<file path="config.mk">
export PLATFORM = sky130hd
export DESIGN_NAME = pipe_hazard_ctrl
export DESIGN_NICKNAME = d
export VERILOG_FILES = /design/src/rtl/pipe_hazard_ctrl.sv
export SDC_FILE = /design/constraint.sdc
export NUM_CORES = 1
export LEC_CHECK = 0
export BUFFER_PORTS_ARGS = -buffer_cell sky130_fd_sc_hd__buf_2
export CAP_MARGIN = 20
export CELL_PAD_IN_SITES_DETAIL_PLACEMENT = 0
export CELL_PAD_IN_SITES_GLOBAL_PLACEMENT = 1
export CORE_MARGIN = 2
export CORE_UTILIZATION = 32
export CTS_CLUSTER_SIZE = 20
export DETAILED_ROUTE_END_ITERATION = 12
export GPL_TIMING_DRIVEN = 1
export PLACE_DENSITY = 0.78
export SKIP_CTS_REPAIR_TIMING = 1
export SYNTH_ARGS = -nofsm -noshare
export SYNTH_HDL_FRONTEND = slang
export SYNTH_SLANG_ARGS = --single-unit
export TNS_END_PERCENT = 10
</file>
<file path="constraint.sdc">
create_clock -name clk -period 6.2 [get_ports clk]
set_clock_uncertainty 0.1 [all_clocks]
set_input_delay 1.24 -clock clk [delete_from_list [all_inputs] [get_ports clk]]
set_output_delay 1.24 -clock clk [all_outputs]
set_load 0.01 [all_outputs]
</file>
<file path="src/rtl/pipe_hazard_ctrl.sv">
// Pipeline hazard/exception controller: per-stage stall/flush, next-PC selection,
// EPC capture, HALT on reserved instruction, and saturating stall/redirect counters.
module pipe_hazard_ctrl #(
  parameter int          NSTAGE     = 4,
  parameter int          REG_AW     = 5,
  parameter int          CNT_W      = 32,
  parameter logic [31:0] EXC_VECTOR = 32'h80000000
) (
  input  logic              clk,
  input  logic              reset,
  input  logic              id_jmp,
  input  logic              mem_jr,
  input  logic              mem_branch_state,
  input  logic              mem_stall,
  input  logic [31:0]       mem_excepttype,
  input  logic [31:0]       mem_pc,
  input  logic              idex_mem_r,
  input  logic [REG_AW-1:0] ifid_rs_addr,
  input  logic [REG_AW-1:0] ifid_rt_addr,
  input  logic [REG_AW-1:0] idex_rd_addr,
  input  logic              resume,
  input  logic              cnt_clr,
  output logic [NSTAGE:0]   stall,
  output logic [NSTAGE-1:0] flush,
  output logic [2:0]        pc_src,
  output logic [31:0]       vector,
  output logic [31:0]       epc,
  output logic              halted,
  output logic [CNT_W-1:0]  stall_cnt,
  output logic [CNT_W-1:0]  redir_cnt
);

  localparam int SW = NSTAGE + 1;

  localparam logic [2:0] PC_JUMP   = 3'd0;
  localparam logic [2:0] PC_EXCEPT = 3'd1;
  localparam logic [2:0] PC_ERET   = 3'd2;
  localparam logic [2:0] PC_CTRL   = 3'd3;
  localparam logic [2:0] PC_SEQ    = 3'd4;

  localparam logic [31:0] CODE_ERET = 32'h0000000D;
  localparam logic [31:0] CODE_RI   = 32'h0000000A;

  // Exceptions flush everything younger than MEM; control hazards only the front two.
  localparam logic [NSTAGE-1:0] EXC_FLUSH = {1'b0, {(NSTAGE-1){1'b1}}};
  localparam logic [NSTAGE-1:0] CH_FLUSH  = NSTAGE'(2'b11);
  localparam logic [NSTAGE-1:0] LU_FLUSH  = NSTAGE'(2'b10);
  localparam logic [SW-1:0]     LU_STALL  = SW'(2'b11);

  typedef enum logic {
    ST_RUN  = 1'b0,
    ST_HALT = 1'b1
  } state_t;

  state_t state, state_nxt;
  logic   epc_load;
  logic   load_use;
  logic   redir;

  assign load_use = idex_mem_r && (idex_rd_addr != '0) &&
                    ((ifid_rs_addr == idex_rd_addr) || (ifid_rt_addr == idex_rd_addr));

  assign halted = (state == ST_HALT);
  assign redir  = (pc_src == PC_EXCEPT) || (pc_src == PC_ERET) || (pc_src == PC_CTRL);

  always_comb begin
    stall     = '0;
    flush     = '0;
    pc_src    = PC_SEQ;
    vector    = '0;
    state_nxt = state;
    epc_load  = 1'b0;
    if (reset) begin
      flush = '1;
    end else if (state == ST_HALT) begin
      if (resume) begin
        pc_src    = PC_EXCEPT;
        vector    = EXC_VECTOR;
        flush     = EXC_FLUSH;
        state_nxt = ST_RUN;
      end else begin
        stall = '1;
      end
    end else if (mem_stall) begin
      // Any pending exception stays in MEM and is taken once the stall drops.
      stall = '1;
    end else if (mem_excepttype == CODE_ERET) begin
      pc_src = PC_ERET;
      vector = epc;
      flush  = EXC_FLUSH;
    end else if (mem_excepttype == CODE_RI) begin
      epc_load  = 1'b1;
      flush     = EXC_FLUSH;
      stall[0]  = 1'b1;
      state_nxt = ST_HALT;
    end else if (mem_excepttype != '0) begin
      pc_src   = PC_EXCEPT;
      vector   = EXC_VECTOR;
      flush    = EXC_FLUSH;
      epc_load = 1'b1;
    end else if (mem_branch_state || mem_jr) begin
      pc_src = PC_CTRL;
      flush  = CH_FLUSH;
    end else if (id_jmp) begin
      pc_src = PC_JUMP;
    end else if (load_use) begin
      stall = LU_STALL;
      flush = LU_FLUSH;
    end
  end

  always_ff @(posedge clk or posedge reset) begin
    if (reset) begin
      state     <= ST_RUN;
      epc       <= '0;
      stall_cnt <= '0;
      redir_cnt <= '0;
    end else begin
      state <= state_nxt;
      if (epc_load) epc <= mem_pc;
      if (cnt_clr) begin
        stall_cnt <= '0;
        redir_cnt <= '0;
      end else begin
        if (stall[0] && (stall_cnt != '1)) stall_cnt <= stall_cnt + CNT_W'(1);
        if (redir && (redir_cnt != '1))    redir_cnt <= redir_cnt + CNT_W'(1);
      end
    end
  end

endmodule

</file>
==> results.py <==
metrics = {
    "drt": {
        "wl_per_cell_um": 15.77,
        "via_per_inst": 5.232,
        "drcViolationCount": 0,
        "vias": 5457,
        "drt_iter0_markers": 291,
        "detail-route-antenna-nets": 0,
        "dr.pass1.iters": 4,
        "totalWireLength_mm": 16.45,
    },
    "cells_and_area": {
        "drive_gt1_frac": 0.3733,
        "final_util": 0.4222,
        "nFillCells": 1733,
        "area.growth.synth_to_final_pct": 30.34,
        "final_nets": 903,
    },
    "clocking": {
        "clockRootBuffer": "clkbuf_16",
        "tritoncts": "built",
        "clkTransAtPathRegs_ns": 0.07,
        "cts_buffers": 9,
        "clockBufferDepth": 2,
        "cts.sinks": 97,
        "htreeDepth": 3,
        "clk_latency_ns": 0.34,
    },
    "placement": {
        "routabilityCongestion": 0.7846,
        "portBuffers": 228,
        "hpwl_mm": 12.00,
    },
    "logic_synthesis": {
        "synth.ff_latch_count": 97,
        "synth_cells": 599,
        "ys_dominant_reg_cell": "dfrtp_1",
        "synth_top_area_frac": 0.4362,
        "synth_common_cells": "dfrtp_1 (97), a21oi_1 (52), mux2_2 (39), nor2_1 (39), and2_1 (34)",
        "yosys-top-cells-area": "dfrtp_1 (44%), mux2_2 (7.9%), a21oi_1 (4.7%)",
        "ys_seq_area_frac": 0.4362,
        "postSynthAreaPerCell_um2": 9.289,
        "muxShareOfSynthArea": 0.08455,
        "synth_edf_count": 0,
        "synth_top_family_by_area": "simple AND/OR/NAND/NOR gates",
        "synth_compound_area_frac": 0.1309,
        "yosys_warnings": 0,
        "synth_fa_ha_area_frac": 0.004497,
        "synth-simple-area-share": 0.2815,
        "yosysMostFrequentCell": "dfrtp_1",
        "syn_area_um2": 5564,
        "synth_cell_type_count": 54,
        "synth_nets": 689,
        "synth-xor-area-share": 0.02833,
        "yosys.area.top_type": "dfrtp_1",
        "async_flop_share": 1.000,
    },
    "sta": {
        "finalSetupViolCount": 0,
        "slew_violations": 0,
        "fmax_mhz": 223.2,
        "worstMarginPinSlew_ns": 0.8773,
        "hold_viol": 0,
        "min_period_ns": 4.480,
        "slew_headroom": 0.4107,
        "setup_tns_ns": 0,
        "rsz0062_at_grt": "false",
        "fin_crit_sh": 0.7226,
    },
    "worst_setup_path": {
        "crit_slowest_cell": "buf_4",
        "reg2reg_depth": 8,
        "startpoint_type": "primary input",
        "path_max_fanout": 54,
        "critical_path.cell_chain": "buf_2 -> inv_4 -> buf_4 -> and3_1 -> nor2_1 -> buf_2",
        "crit_top_cell": "buf_2",
        "cp.required_ns": 4.86,
        "cp_slowest_stage_delay_ns": 0.67,
        "path_class": "in2out",
        "critical_path_arrival_ns": 3.14,
        "cp_num_cells": 6,
        "worstSetupEndpointType": "output pin",
        "worst-path-buf-inv": 4,
        "path_delay_family": "buffers and inverters",
    },
    "floorplanning": {
        "die-width_um": 135.9,
        "die-area_um2": 18460,
        "core_um2": 17180,
        "initial_core_util": 0.3239,
        "pin_count": 229,
        "fp.dieH_um": 135.9,
        "fp-row-count": 48,
    },
    "grt": {
        "antenna_found_initial": 1,
        "groute.usage.overall": 0.1751,
        "overflow": 0,
        "grt_pass1_vias": 5048,
        "grt_max_degree": 75,
        "grt_pass1_wl_mm": 25.65,
    },
    "status": {
        "outcome": "completed",
    },
    "power_and_ir_drop": {
        "power_density_nw_per_um2": 208.9,
        "p_leak_nw": 3.353,
        "peakVddDrop_uv": 115.1,
    },
    "hold_path": {
        "min_path_type": "reg2reg",
        "holdPathStages": 1,
    },
    "job": {
        "timing.max_cap.violations": 0,
    },
}
registers in the layout, summed over array words and instances, names as in the netlist:
| signal | flops |
|---|---|
| epc | 32 |
| redir_cnt | 32 |
| stall_cnt | 32 |
| halted | 1 |
layout by cell type, fill, tap and decap left out, drive strengths merged, types with 13 or more instances in the layout:
master,count
xor2,13
nor2,39
buf,234
nand2,27
nand3,33
or4,20
o21ai,31
nor4,17
inv,14
dfrtp,97
and2,34
a21oi,52
nor3,15
nand4,24
or3,23
mux2,40
o31ai,18
final timing paths:
path | startpoint | end | slack, ns
worst min register to register | epc[25]$_DFFE_PP0P_ | epc[25]$_DFFE_PP0P_ | 0.42
max in group asynchronous | reset | epc[12]$_DFFE_PP0P_ | 3.92
min in group asynchronous | reset | stall_cnt[21]$_DFFE_PP0P_ | 0.91
worst max register to register | redir_cnt[14]$_DFFE_PP0P_ | redir_cnt[13]$_DFFE_PP0P_ | 3.06
worst min-delay path | epc[25]$_DFFE_PP0P_ | epc[25]$_DFFE_PP0P_ | 0.42
worst max-delay path | reset | pc_src[2] | 1.72
per-stage QoR:
step / worst slack [ns] / power (mW) / cells / instance area, um^2 / hold slack [ns]
global route: 1.455 / 1.580 / 1043 / 7252 / 0.4456
global placement: 1.646 / 0.8864 / 1027 / 6917 / 0.4053
floorplan: 0.1209 / 0.7925 / 599 / 5564 / 0.4629
CTS: 1.604 / 1.541 / 1042 / 7249 / 0.4292
finish: 1.720 / 1.515 / 1043 / 7252 / 0.4211
detailed placement: 1.614 / 0.8887 / 1027 / 6917 / 0.4130
layer usage:
metal / vias up / track usage / part of all wire
met5: - / 0 / 0
met4: 0 / 0.05845 / 0.011
met3: 11 / 0.03468 / 0.077
met2: 201 / 0.2823 / 0.47
met1: 2602 / 0.2358 / 0.45
li1: 2643 / - / -
logic make-up after synthesis:
logic type,Yosys count
AND/OR/NAND/NOR,276
AO/OA/AOI/OAI,120
flip-flops,97
buffers and inverters,44
multiplexers,42
XOR/XNOR,18
adder cells (fa/ha/maj),2
cell type report:
cell class | count | area [um^2] | area share
Sequential cell | 97 | 2427 | 0.3347
Inverter | 13 | 51.30 | 0.007074
Timing Repair Buffer | 234 | 1186 | 0.1636
Clock inverter | 5 | 103.9 | 0.01432
Tap cell | 225 | 281.5 | 0.03882
Multi-Input combinational cell | 458 | 2970 | 0.4096
Antenna cell | 1 | 2.502 | 0.0003451
Clock buffer | 10 | 229.0 | 0.03157
report_power, final:
part / total, mW / internal (mW) / switching [mW]
sequential: 0.691 / 0.665 / 0.0264
combinational: 0.182 / 0.0828 / 0.0993
clock: 0.642 / 0.394 / 0.248
total: 1.51 / 1.14 / 0.374
Power figures use the tool's default switching activity.
